**config.mk**
```make
export PLATFORM = sky130hd
export DESIGN_NAME = fifo_rd_stream_flat
export DESIGN_NICKNAME = d
export VERILOG_FILES = /design/src/rtl/fifo_rd_stream_if.sv /design/src/rtl/fifo_rd_stream.sv /design/src/flat_wrapper.sv
export SDC_FILE = /design/constraint.sdc
export NUM_CORES = 1
export LEC_CHECK = 0
export ABC_AREA = 0
export CORE_AREA = 3 3 150 152
export CTS_BUF_LIST = sky130_fd_sc_hd__clkbuf_8
export CTS_CLUSTER_SIZE = 20
export DETAILED_ROUTE_END_ITERATION = 12
export DIE_AREA = 0 0 153 155
export PLACE_DENSITY_LB_ADDON = 0.05
export SLEW_MARGIN = 20
export SYNTH_ARGS = -nofsm -noshare
export SYNTH_HDL_FRONTEND = slang
export SYNTH_SLANG_ARGS = --single-unit
```
**constraint.sdc**
```tcl
create_clock -name rd_clk -period 1.82 [get_ports rd_clk]
set_input_delay 0.364 -clock rd_clk [delete_from_list [all_inputs] [get_ports rd_clk]]
set_output_delay 0.364 -clock rd_clk [all_outputs]
set_load 0.02 [all_outputs]
```
**src/rtl/fifo_rd_stream_if.sv**
```systemverilog
// FIFO read-port and output-stream signals of fifo_rd_stream.
// The master modport is the consumer block; the slave side is the FIFO plus the stream sink.
interface fifo_rd_stream_if #(
  parameter int DATA_WIDTH = 32
);
  logic                  rd_en;
  logic [DATA_WIDTH-1:0] rd_data;
  logic                  rd_empty;
  logic                  out_valid;
  logic                  out_ready;
  logic [DATA_WIDTH-1:0] out_data;
  logic                  out_last;

  modport master (
    output rd_en,
    input  rd_data,
    input  rd_empty,
    output out_valid,
    input  out_ready,
    output out_data,
    output out_last
  );

  modport slave (
    input  rd_en,
    output rd_data,
    output rd_empty,
    input  out_valid,
    output out_ready,
    input  out_data,
    input  out_last
  );
endinterface

```
**src/rtl/fifo_rd_stream.sv**
```systemverilog
// Async-FIFO read-side consumer: issues reads into a 3-entry buffer and re-presents the
// words as a valid/ready stream with out_last every BURST_LEN words.
module fifo_rd_stream #(
  parameter int DATA_WIDTH = 32,
  parameter int BURST_LEN  = 16
) (
  input  logic                rd_clk,
  input  logic                rd_rst_n,
  input  logic                flush,
  fifo_rd_stream_if.master    bus,
  output logic [15:0]         words_out
);

  localparam logic [15:0] BCNT_MAX = 16'(BURST_LEN - 1);

  logic [DATA_WIDTH-1:0] mem_q [3];
  logic [1:0]            occ_q, occ_d;
  logic [1:0]            head_q, head_d;
  logic [1:0]            tail_q, tail_d;
  logic                  inflight_q, inflight_d;
  logic [15:0]           bcnt_q, bcnt_d;
  logic [15:0]           words_q, words_d;

  logic                  accept;
  logic                  capture;
  logic                  pop;

  function automatic logic [1:0] ptr_next(input logic [1:0] p);
    return (p == 2'd2) ? 2'd0 : p + 2'd1;
  endfunction

  // Only registered occupancy, flush and reset reach rd_en, never out_ready.
  assign bus.rd_en = rd_rst_n && !flush &&
                     (({1'b0, occ_q} + {2'b00, inflight_q}) < 3'd3);
  assign accept    = bus.rd_en && !bus.rd_empty;
  assign capture   = inflight_q && !flush;
  assign pop       = (occ_q != 2'd0) && bus.out_ready;

  assign bus.out_valid = (occ_q != 2'd0);
  assign bus.out_data  = mem_q[head_q];
  assign bus.out_last  = (occ_q != 2'd0) && (bcnt_q == BCNT_MAX);
  assign words_out     = words_q;

  always_comb begin
    occ_d      = occ_q;
    head_d     = head_q;
    tail_d     = tail_q;
    bcnt_d     = bcnt_q;
    words_d    = words_q;
    inflight_d = accept;

    // A pop coinciding with flush was still taken by the sink, so it is counted.
    if (pop && (words_q != 16'hFFFF)) begin
      words_d = words_q + 16'd1;
    end

    if (flush) begin
      occ_d  = 2'd0;
      head_d = 2'd0;
      tail_d = 2'd0;
      bcnt_d = 16'd0;
    end else begin
      if (capture) begin
        tail_d = ptr_next(tail_q);
      end
      if (pop) begin
        head_d = ptr_next(head_q);
        bcnt_d = (bcnt_q == BCNT_MAX) ? 16'd0 : bcnt_q + 16'd1;
      end
      case ({capture, pop})
        2'b10:   occ_d = occ_q + 2'd1;
        2'b01:   occ_d = occ_q - 2'd1;
        default: occ_d = occ_q;
      endcase
    end
  end

  always_ff @(posedge rd_clk or negedge rd_rst_n) begin
    if (!rd_rst_n) begin
      occ_q      <= 2'd0;
      head_q     <= 2'd0;
      tail_q     <= 2'd0;
      inflight_q <= 1'b0;
      bcnt_q     <= 16'd0;
      words_q    <= 16'd0;
    end else begin
      occ_q      <= occ_d;
      head_q     <= head_d;
      tail_q     <= tail_d;
      inflight_q <= inflight_d;
      bcnt_q     <= bcnt_d;
      words_q    <= words_d;
    end
  end

  // Storage is cleared on reset so out_data reads zero until the first capture.
  always_ff @(posedge rd_clk or negedge rd_rst_n) begin
    if (!rd_rst_n) begin
      for (int i = 0; i < 3; i++) begin
        mem_q[i] <= '0;
      end
    end else if (capture) begin
      mem_q[tail_q] <= bus.rd_data;
    end
  end

  a_no_overflow : assert property (@(posedge rd_clk) disable iff (!rd_rst_n)
    (({1'b0, occ_q} + {2'b00, inflight_q}) <= 3'd3));

endmodule

```
**src/flat_wrapper.sv**
```systemverilog
// flat-port wrapper written by rule: the top's interface ports become plain ports
module fifo_rd_stream_flat 
#(
  parameter int DATA_WIDTH = 32,
  parameter int BURST_LEN  = 16
)
  (rd_clk, rd_rst_n, flush, words_out, bus_rd_en, bus_rd_data, bus_rd_empty, bus_out_valid, bus_out_ready, bus_out_data, bus_out_last);
  fifo_rd_stream_if #(.DATA_WIDTH(DATA_WIDTH)) bus_i ();
  input  logic rd_clk;
  input  logic rd_rst_n;
  input  logic flush;
  output logic [15:0] words_out;
  output wire logic [$bits(bus_i.rd_en)-1:0] bus_rd_en;
  input wire logic [$bits(bus_i.rd_data)-1:0] bus_rd_data;
  input wire logic [$bits(bus_i.rd_empty)-1:0] bus_rd_empty;
  output wire logic [$bits(bus_i.out_valid)-1:0] bus_out_valid;
  input wire logic [$bits(bus_i.out_ready)-1:0] bus_out_ready;
  output wire logic [$bits(bus_i.out_data)-1:0] bus_out_data;
  output wire logic [$bits(bus_i.out_last)-1:0] bus_out_last;
  assign bus_rd_en = bus_i.rd_en;
  assign bus_i.rd_data = bus_rd_data;
  assign bus_i.rd_empty = bus_rd_empty;
  assign bus_out_valid = bus_i.out_valid;
  assign bus_i.out_ready = bus_out_ready;
  assign bus_out_data = bus_i.out_data;
  assign bus_out_last = bus_i.out_last;
  fifo_rd_stream #(.DATA_WIDTH(DATA_WIDTH), .BURST_LEN(BURST_LEN)) u_core (.rd_clk(rd_clk), .rd_rst_n(rd_rst_n), .flush(flush), .bus(bus_i), .words_out(words_out));
endmodule
```
==> results of run 1 <==
[cell type report]
type	instances	area [um2]
inverter	5	18.8
multi-input combinational	355	3330
sequential	135	3380
clock buffer	17	234
fill	1971	12000
clock inverter	15	156
tap	275	344
timing repair buffer	173	1710
[worst register-to-register path, delay by kind of cell, from the launching register on]
family / cells / cell delay [ps]
adders and majority gates: 1 / 220
DFF: 1 / 390
buffers and inverters: 2 / 320
and+or+nand+nor: 1 / 200
AOI/OAI and AO/OA: 3 / 670
[state kept, by name, indices dropped and copies added (netlist names)]
name,count
u_core.head_q,2
u_core.occ_q,2
u_core.bcnt_q,16
u_core.inflight_q,1
u_core.tail_q,2
u_core.words_out,16
u_core.mem_q,96
[how the worst min path moves through the flow]
stage | startpoint | to | cells past startpoint
2_1_floorplan | rd_rst_n | u_core.bcnt_q[0]$_DFFE_PN0P_ | 0
3_3_place_gp | u_core.mem_q[79]$_DFFE_PN0P_ | u_core.mem_q[79]$_DFFE_PN0P_ | 1
3_5_place_dp | u_core.mem_q[79]$_DFFE_PN0P_ | u_core.mem_q[79]$_DFFE_PN0P_ | 1
4_1_cts | rd_rst_n | u_core.bcnt_q[2]$_DFFE_PN0P_ | 2
5_1_grt | rd_rst_n | u_core.words_out[15]$_DFFE_PN0P_ | 2
6_report | rd_rst_n | u_core.words_out[14]$_DFFE_PN0P_ | 2
[cells by family (layout without fill, tap and decap cells)]
logic type | count (synthesis) | after routing | synth area share [%]
fa+ha+maj | 4 | 4 | 0.792
compound gates | 67 | 67 | 6.65
simple gates | 132 | 132 | 11.1
buf+inv | 35 | 210 | 2.40
flops | 135 | 135 | 53.4
xor+xnor | 21 | 21 | 2.91
mux | 131 | 131 | 22.7
[metal layers]
| layer | wire (um) | GRT usage, % | up-vias |
|---|---|---|---|
| met4 | 162 | 3.56 | 0 |
| met3 | 514 | 3.48 | 13 |
| met2 | 8000 | 22.0 | 69 |
| met1 | 8110 | 19.2 | 2342 |
| met5 | 0 | 0 | - |
| li1 | - | - | 2232 |
[what timing repair did]
action                     in CTS  in global routing
setup buffers                   5                  7
pin swaps                       4                 22
setup endpoints to repair      67                 58
resized for setup             229                127
hold buffers                    0                  0
gates cloned                    1                  3
[power by group]
part | total, mW | switching [mW] | internal (mW)
logic | 2.27 | 1.07 | 1.20
registers | 3.62 | 0.254 | 3.37
clock network | 2.50 | 1.36 | 1.14
[stage by stage]
step / std cells / setup TNS (ps)
2_1_floorplan: 525 / 0
3_3_place_gp: 928 / -42910
3_5_place_dp: 928 / -42820
4_1_cts: 966 / -8680
5_1_grt: 975 / -11550
6_report: 975 / -7390
[placed cells by master, fill, tap and decap left out, types with 4 or more instances in the layout]
cell type,n
sky130_fd_sc_hd__nor2_1,18
sky130_fd_sc_hd__nor4_1,7
sky130_fd_sc_hd__xnor2_1,5
sky130_fd_sc_hd__buf_6,33
sky130_fd_sc_hd__nor4_2,5
sky130_fd_sc_hd__a21oi_1,5
sky130_fd_sc_hd__nor3_1,8
sky130_fd_sc_hd__nand2_2,7
sky130_fd_sc_hd__mux2_2,97
sky130_fd_sc_hd__o21ai_4,9
sky130_fd_sc_hd__nand4_1,5
sky130_fd_sc_hd__nand2_1,26
sky130_fd_sc_hd__dlygate4sd2_1,16
sky130_fd_sc_hd__clkbuf_8,17
sky130_fd_sc_hd__inv_1,5
sky130_fd_sc_hd__mux2i_1,16
sky130_fd_sc_hd__o21ai_0,8
sky130_fd_sc_hd__nand3_1,6
sky130_fd_sc_hd__inv_8,4
sky130_fd_sc_hd__o21ai_1,7
sky130_fd_sc_hd__buf_12,10
sky130_fd_sc_hd__clkdlybuf4s50_1,35
sky130_fd_sc_hd__xor2_1,16
sky130_fd_sc_hd__mux2i_2,11
sky130_fd_sc_hd__o21a_1,4
sky130_fd_sc_hd__buf_4,72
sky130_fd_sc_hd__inv_6,6
sky130_fd_sc_hd__o21ai_2,17
sky130_fd_sc_hd__nand2_4,16
sky130_fd_sc_hd__mux2i_4,6
sky130_fd_sc_hd__dfrtp_1,132
==> metrics.md, run 1 <==
| Metric | Value |
|---|---|
| Starting density of the core | 29.9% |
| Total via count in the routed design | 4656 |
| Async set or reset register ratio after synthesis | 100% |
| Utilization of the core after routing | 43.4% |
| Total grt overflow | 0 |
| Number of antenna repair diodes | 0 |
| Count of buffering cells on the critical path with inverters included | 3 |
| Post-synthesis register bit count | 135 |
| Source-to-sink clock delay at the later pin of the worst-skew pair | 450 ps |
| Number of global-route vias before repair | 4768 |
| Worst Setup Start Kind | flip-flop |
| Cells taking the most area after synthesis | sky130_fd_sc_hd__dfrtp_1, sky130_fd_sc_hd__mux2_2, sky130_fd_sc_hd__mux2i_1, sky130_fd_sc_hd__o21ai_0, sky130_fd_sc_hd__nand2_1 |
| Crit Path Max Fanout | 6 |
| Clock-pin transition on the worst setup and hold timing paths | 80 ps |
| Delay of the slowest cell on the worst path | 480 ps |
| Mean routed wirelength per cell | 17.2 um |
| Global router's overall resource usage | 13.9% |
| Clock buffer count from CTS | 17 |
| CTS tree | built |
| Global-route wire length before repair | 26.2 mm |
| Net Count, Synth | 566 |
| Worst setup path startpoint | u_core.head_q[0]$_DFFE_PN0P_ |
| Detailed Place HPWL | 10.5 mm |
| Minimum period implied by the final worst setup slack | 2080 ps |
| Cell-by-cell listing of the critical path | nor2b_4, buf_6, clkbuf_16, nand2_1, o21ai_1, buf_4 |
| Worst r2r dst | u_core.bcnt_q[11]$_DFFE_PN0P_ |
| Layout Cell Area excl Fill | 9170 um2 |
| Area after DPL | 8050 um2 |
| Worst slack after detailed placement | -360 ps |
| Maximum number of pins on one net before global-route repair | 136 |
| DRT Pass-1 Iters | 4 |
| CTS root buf | sky130_fd_sc_hd__clkbuf_8 |
| Placer Congestion | 0.738 |
| Worst path top cell family by delay | flip-flops |
| Clk buf depth | 2 |
| Placement Rows | 53 |
| Count of input and output buffers | 87 |
| Final number of max-transition violations | 0 |
| Cell types with the highest counts after synthesis | sky130_fd_sc_hd__dfrtp_1, sky130_fd_sc_hd__mux2_2, sky130_fd_sc_hd__nand2_1 |
| Aggregate routed wire length | 16.8 mm |
| Total die area | 23700 um2 |
| Number of enable flip-flop cells after synthesis | 0 |
| Net count, final | 728 |
| Count of antenna-violating nets left after detailed routing | 0 |
| Count of mapped cells out of synthesis | 525 |
| Post-route clock skew | 17.6 ps |
| Overall power consumption | 8.39 mW |
| Worst hold path class | in2async |
| Max-capacitance violation count | 0 |
| Required time worst endpoint | 1460 ps |
| Type of destination of the critical path | output port |
| Number of top-level pins | 88 |
| Worst vdd rail ir drop | 0.000414 V |
| Clock Sink Count | 135 |
| Worst reg2reg path startpoint | u_core.bcnt_q[0]$_DFFE_PN0P_ |
| Placeable core area | 21200 um2 |
| Count of routing violations after the opening detailed-route iteration | 198 |
| Destination of the critical timing path | bus_out_data[20] |
| Final hold violation count | 0 |
| Vias per cell | 4.78 |
| Die height | 155 um |
| Worst slew margin | 48.5% |
| Worst hold slack after final layout | 33.3 ps |
| Number of antenna violations at the first check in global routing | 0 |
| Total DRC errors in the routed layout | 0 |
| Width of the chip | 153 um |
| Final worst-path cycle share | 114% |
| Most common flop cell mapped by yosys | sky130_fd_sc_hd__dfrtp_1 |
| Fraction of layout cells with a size suffix above 1 | 49.6% |
| Number of warning messages in the yosys log | 0 |
| Count of cell types in the netlist | 49 |
| Worst-Margin Slew | 773 ps |
| Register area share after synthesis | 53.4% |
| Class of the most critical setup path | reg2out |
| Arrival time reported for the critical path endpoint | 1710 ps |
| Pwr Density | 915 nW/um2 |
| Worst Reg-to-Reg Cells | 7 |
| Master of the slowest instance on the critical path | sky130_fd_sc_hd__dfrtp_2 |
| Timing-limited maximum frequency | 481 MHz |
| H-tree level count | 4 |
| Leading cell type by number of instances after synthesis | sky130_fd_sc_hd__dfrtp_1 |
| Summed instance area of the synthesized netlist | 6320 um2 |
| Static power due to leakage | 4.23 nW |
| Setup repair after global routing missed its margin | yes |
| Reg-to-reg setup timing slack | -40 ps |
| Final worst-path setup slack | -258 ps |
| Violated checks | setup timing |
| Average footprint of a synthesized cell | 12.0 um2 |
| Depth of the critical timing path with buffers and inverters included | 6 |
| Final setup violating endpoints | 38 |
| Run status | finished with violations |
| Biggest area consumer among synthesized cells | sky130_fd_sc_hd__dfrtp_1 |
| Area Overhead vs Synth | 45.1% |
| Top-area cell type share of the netlist area | 53.4% |
No activity file was read; power rests on OpenSTA's default activity.
==> run 2: changes to the inputs <==
--- a/config.mk
+++ b/config.mk
@@ -5,12 +5,12 @@
 export SDC_FILE = /design/constraint.sdc
 export NUM_CORES = 1
 export LEC_CHECK = 0
-export ABC_AREA = 0
-export CORE_AREA = 3 3 150 152
+export ABC_AREA = 1
+export CORE_AREA = 3 3 151 153
 export CTS_BUF_LIST = sky130_fd_sc_hd__clkbuf_8
 export CTS_CLUSTER_SIZE = 20
 export DETAILED_ROUTE_END_ITERATION = 12
-export DIE_AREA = 0 0 153 155
+export DIE_AREA = 0 0 154 156
 export PLACE_DENSITY_LB_ADDON = 0.05
 export SLEW_MARGIN = 20
 export SYNTH_ARGS = -nofsm -noshare
==> run 2 against run 1 <==
Against the previous run: the run ends with hold timing, setup timing left; non-clock buffer count is 21 lower; sequential share of layout area is 2.2 points higher; via count increased by 20%; global-route usage is 1.3 points higher; synthesized cell count is 50% higher; sequential power up 6.9%; register-to-register slack gained 170 ps; flip-flop and latch count unchanged; area after synthesis rose by 1.4%; wire length is 6.0% higher; critical endpoint is now bus_out_data[9]; largest cell class unchanged; highest routed layer unchanged.
==> metrics.md, run 2 <==
| Metric | Value |
|---|---|
| Int Power | 6.20 mW |
| Register area share after synthesis | 52.7% |
| H-tree level count | 4 |
| Async set or reset register ratio after synthesis | 100% |
| DRT Pass-1 Iters | 4 |
| Layout Cell Area excl Fill | 8650 um2 |
| Global router's overall resource usage | 15.2% |
| CTS tree | built |
| Type of destination of the critical path | output port |
| Crit Path Max Fanout | 8 |
| Final worst-path cycle share | 112% |
| Clock share of power | 25.5% |
| Timing-limited maximum frequency | 491 MHz |
| Total grt overflow | 0 |
| Fraction of layout cells with a size suffix above 1 | 20.3% |
| Finished Layout Cells | 1222 |
| Clock-pin transition on the worst setup and hold timing paths | 80 ps |
| Vias per cell | 4.56 |
| Worst-Margin Slew | 814 ps |
| Total via count in the routed design | 5569 |
| Leading cell type by number of instances after synthesis | sky130_fd_sc_hd__nand2_1 |
| Final setup violating endpoints | 34 |
| Mean routed wirelength per cell | 14.6 um |
| Pwr Density | 1120 nW/um2 |
| Die height | 156 um |
| Area of the multi-input gates | 2780 um2 |
| Class of the most critical setup path | reg2out |
| Run status | finished with violations |
| Top-area cell type share of the netlist area | 52.7% |
| Worst slew margin | 45.7% |
| Source-to-sink clock delay at the later pin of the worst-skew pair | 450 ps |
| Worst hold path class | in2async |
| Minimum period implied by the final worst setup slack | 2040 ps |
| Number of antenna violations at the first check in global routing | 0 |
| Net Count, Synth | 831 |
| Worst hold slack after final layout | -31.0 ps |
| Utilization of the core after routing | 39.9% |
| Average footprint of a synthesized cell | 8.11 um2 |
| CTS root buf | sky130_fd_sc_hd__clkbuf_8 |
| Cells taking the most area after synthesis | sky130_fd_sc_hd__dfrtp_1, sky130_fd_sc_hd__nand2_1, sky130_fd_sc_hd__o21ai_0, sky130_fd_sc_hd__inv_1, sky130_fd_sc_hd__a22oi_1 |
| Placer Congestion | 0.794 |
| Worst Setup Start Kind | flip-flop |
| Aggregate routed wire length | 17.8 mm |
| Global-route wire length before repair | 29.4 mm |
| Violated checks | hold timing, setup timing |
| Maximum number of pins on one net before global-route repair | 136 |
| Commonest non-fill, non-tap cell in the layout | sky130_fd_sc_hd__nand2_1 |
| Placeable core area | 21700 um2 |
| Count of antenna-violating nets left after detailed routing | 0 |
| Filler cell count in the final layout | 2217 |
| Count of input and output buffers | 87 |
| Reg area | 3380 um2 |
| Worst reg2reg path startpoint | u_core.occ_q[0]$_DFFE_PN0P_ |
| Width of the chip | 154 um |
| Cell types with the highest counts after synthesis | sky130_fd_sc_hd__nand2_1, sky130_fd_sc_hd__dfrtp_1, sky130_fd_sc_hd__o21ai_0 |
| Number of antenna repair diodes | 0 |
| Inst Count DP | 1175 |
| Max FFs per register | 96 |
| Count of cell types in the netlist | 35 |
| Area after DPL | 7970 um2 |
| Worst r2r dst | u_core.inflight_q$_DFF_PN0_ |
| Number of warning messages in the yosys log | 0 |
| Reg-to-reg setup timing slack | 130 ps |
| Number of top-level pins | 88 |
| Clk buf depth | 2 |
| Combinational power share | 34.8% |
| Net switching power figure | 3.53 mW |
| Max-capacitance violation count | 0 |
| Static power due to leakage | 4.20 nW |
| Most common flop cell mapped by yosys | sky130_fd_sc_hd__dfrtp_1 |
| Detailed Place HPWL | 11.3 mm |
| Total die area | 24000 um2 |
| Required time worst endpoint | 1460 ps |
| Setup repair after global routing missed its margin | yes |
| Count of mapped cells out of synthesis | 790 |
| Share of total power in sequential cells | 39.8% |
| Final worst-path setup slack | -217 ps |
| Largest reg by FF count | u_core.mem_q |
| Final hold violation count | 6 |
| Worst Reg-to-Reg Cells | 9 |
| Number of global-route vias before repair | 5796 |
| Worst vdd rail ir drop | 0.000602 V |
| Summed instance area of the synthesized netlist | 6410 um2 |
| Count of routing violations after the opening detailed-route iteration | 249 |
| Clock buffer count from CTS | 17 |
| Sw Ratio | 36.3% |
| Biggest area consumer among synthesized cells | sky130_fd_sc_hd__dfrtp_1 |
| Clock Sink Count | 135 |
| Post-route clock skew | 14.3 ps |
| Post-synthesis register bit count | 135 |
| Net count, final | 970 |
| Area Overhead vs Synth | 35.1% |
| Starting density of the core | 29.5% |
| Commonest non-fill, non-tap cells in the layout | sky130_fd_sc_hd__nand2_1, sky130_fd_sc_hd__dfrtp_1, sky130_fd_sc_hd__o21ai_0 |
| Number of enable flip-flop cells after synthesis | 0 |
| Arrival time reported for the critical path endpoint | 1670 ps |
| Total DRC errors in the routed layout | 0 |
| Placement Rows | 54 |
| Final number of max-transition violations | 0 |
run 2: changes by cell type after synthesis, sizes merged, moves of 11 or more:
cell | previous run | this run
o21ai | 41 | 116
xor2 | 16 | 5
nand2 | 49 | 283
nand3 | 7 | 26
mux2 | 98 | 0
mux2i | 33 | 1
a22oi | 0 | 30
inv | 5 | 69
nor2 | 19 | 55
nor4 | 12 | 1
run 2: timing repair:
item                       CTS  global route
setup buffers               15             3
setup endpoints to repair   51            41
gates resized for setup    222            34
cloned                       2             1
pin swaps                   10            11
hold buffers                 0             0
run 2: worst max-delay path: stages, from the launching register on:
cell and delay, ps:
sky130_fd_sc_hd__dfrtp_2 450, sky130_fd_sc_hd__nor2_4 170, sky130_fd_sc_hd__buf_4 160, sky130_fd_sc_hd__buf_16 130, sky130_fd_sc_hd__a22oi_2 70, sky130_fd_sc_hd__nand2_1 100, sky130_fd_sc_hd__buf_4 150
run 2: worst max path at each step:
stage                                 start                to  slack [ps]
4_1_cts        u_core.head_q[0]$_DFFE_PN0P_  bus_out_data[19]        -270
6_report       u_core.head_q[1]$_DFFE_PN0P_   bus_out_data[9]        -220
2_1_floorplan   u_core.occ_q[0]$_DFFE_PN0P_         bus_rd_en          50
5_1_grt        u_core.head_q[1]$_DFFE_PN0P_   bus_out_data[6]        -310
3_3_place_gp                          flush         bus_rd_en        -250
3_5_place_dp                          flush         bus_rd_en        -260
run 2: layout make-up:
| class | instances | area share, % |
|---|---|---|
| clock buffer | 18 | 2.86 |
| clock inverter | 14 | 1.58 |
| inverter | 69 | 2.99 |
| multi-input combinational | 554 | 32.2 |
| sequential | 135 | 39.1 |
| tap | 280 | 4.05 |
| timing repair buffer | 152 | 17.3 |
run 2: kinds of logic after synthesis:
logic type | Yosys count | share of synthesized area (%)
buffers and inverters | 101 | 6.39
muxes | 1 | 0.156
and+or+nand+nor | 378 | 24.3
AOI/OAI and AO/OA | 158 | 13.8
DFF | 135 | 52.7
xor gates and xnor gates | 13 | 1.78
adders and majority gates | 4 | 0.781
run 2: layer usage:
| metal | share of wire, % | GRT usage, % | vias to the layer above |
|---|---|---|---|
| met3 | 3.6 | 3.58 | 12 |
| met2 | 49 | 26.2 | 96 |
| met1 | 46 | 19.1 | 2646 |
| met4 | 1.2 | 4.46 | 0 |
| met5 | 0 | 0 | - |
| li1 | - | - | 2815 |
run 2: per-stage QoR:
stage                     setup WS, ps  TNS (ps)  power [mW]  hold slack, ps
after floorplan                   52.3         0        5.46            68.4
after global placement            -251     -5650        6.92             466
after detailed placement          -260     -6460        6.99             474
after CTS                         -269     -8400        9.69            59.9
after global routing              -312     -9470        10.4            91.9
final                             -217     -5880        9.72           -31.0
run 2: power groups by stage:
stage	Combinational (mW)	Sequential [mW]	Clock (mW)
finish	3.38	3.87	2.48
global route	3.72	3.94	2.70
floorplan	1.56	3.89	0
CTS	3.26	3.84	2.59
detailed placement	3.10	3.88	0
global placement	3.06	3.86	0
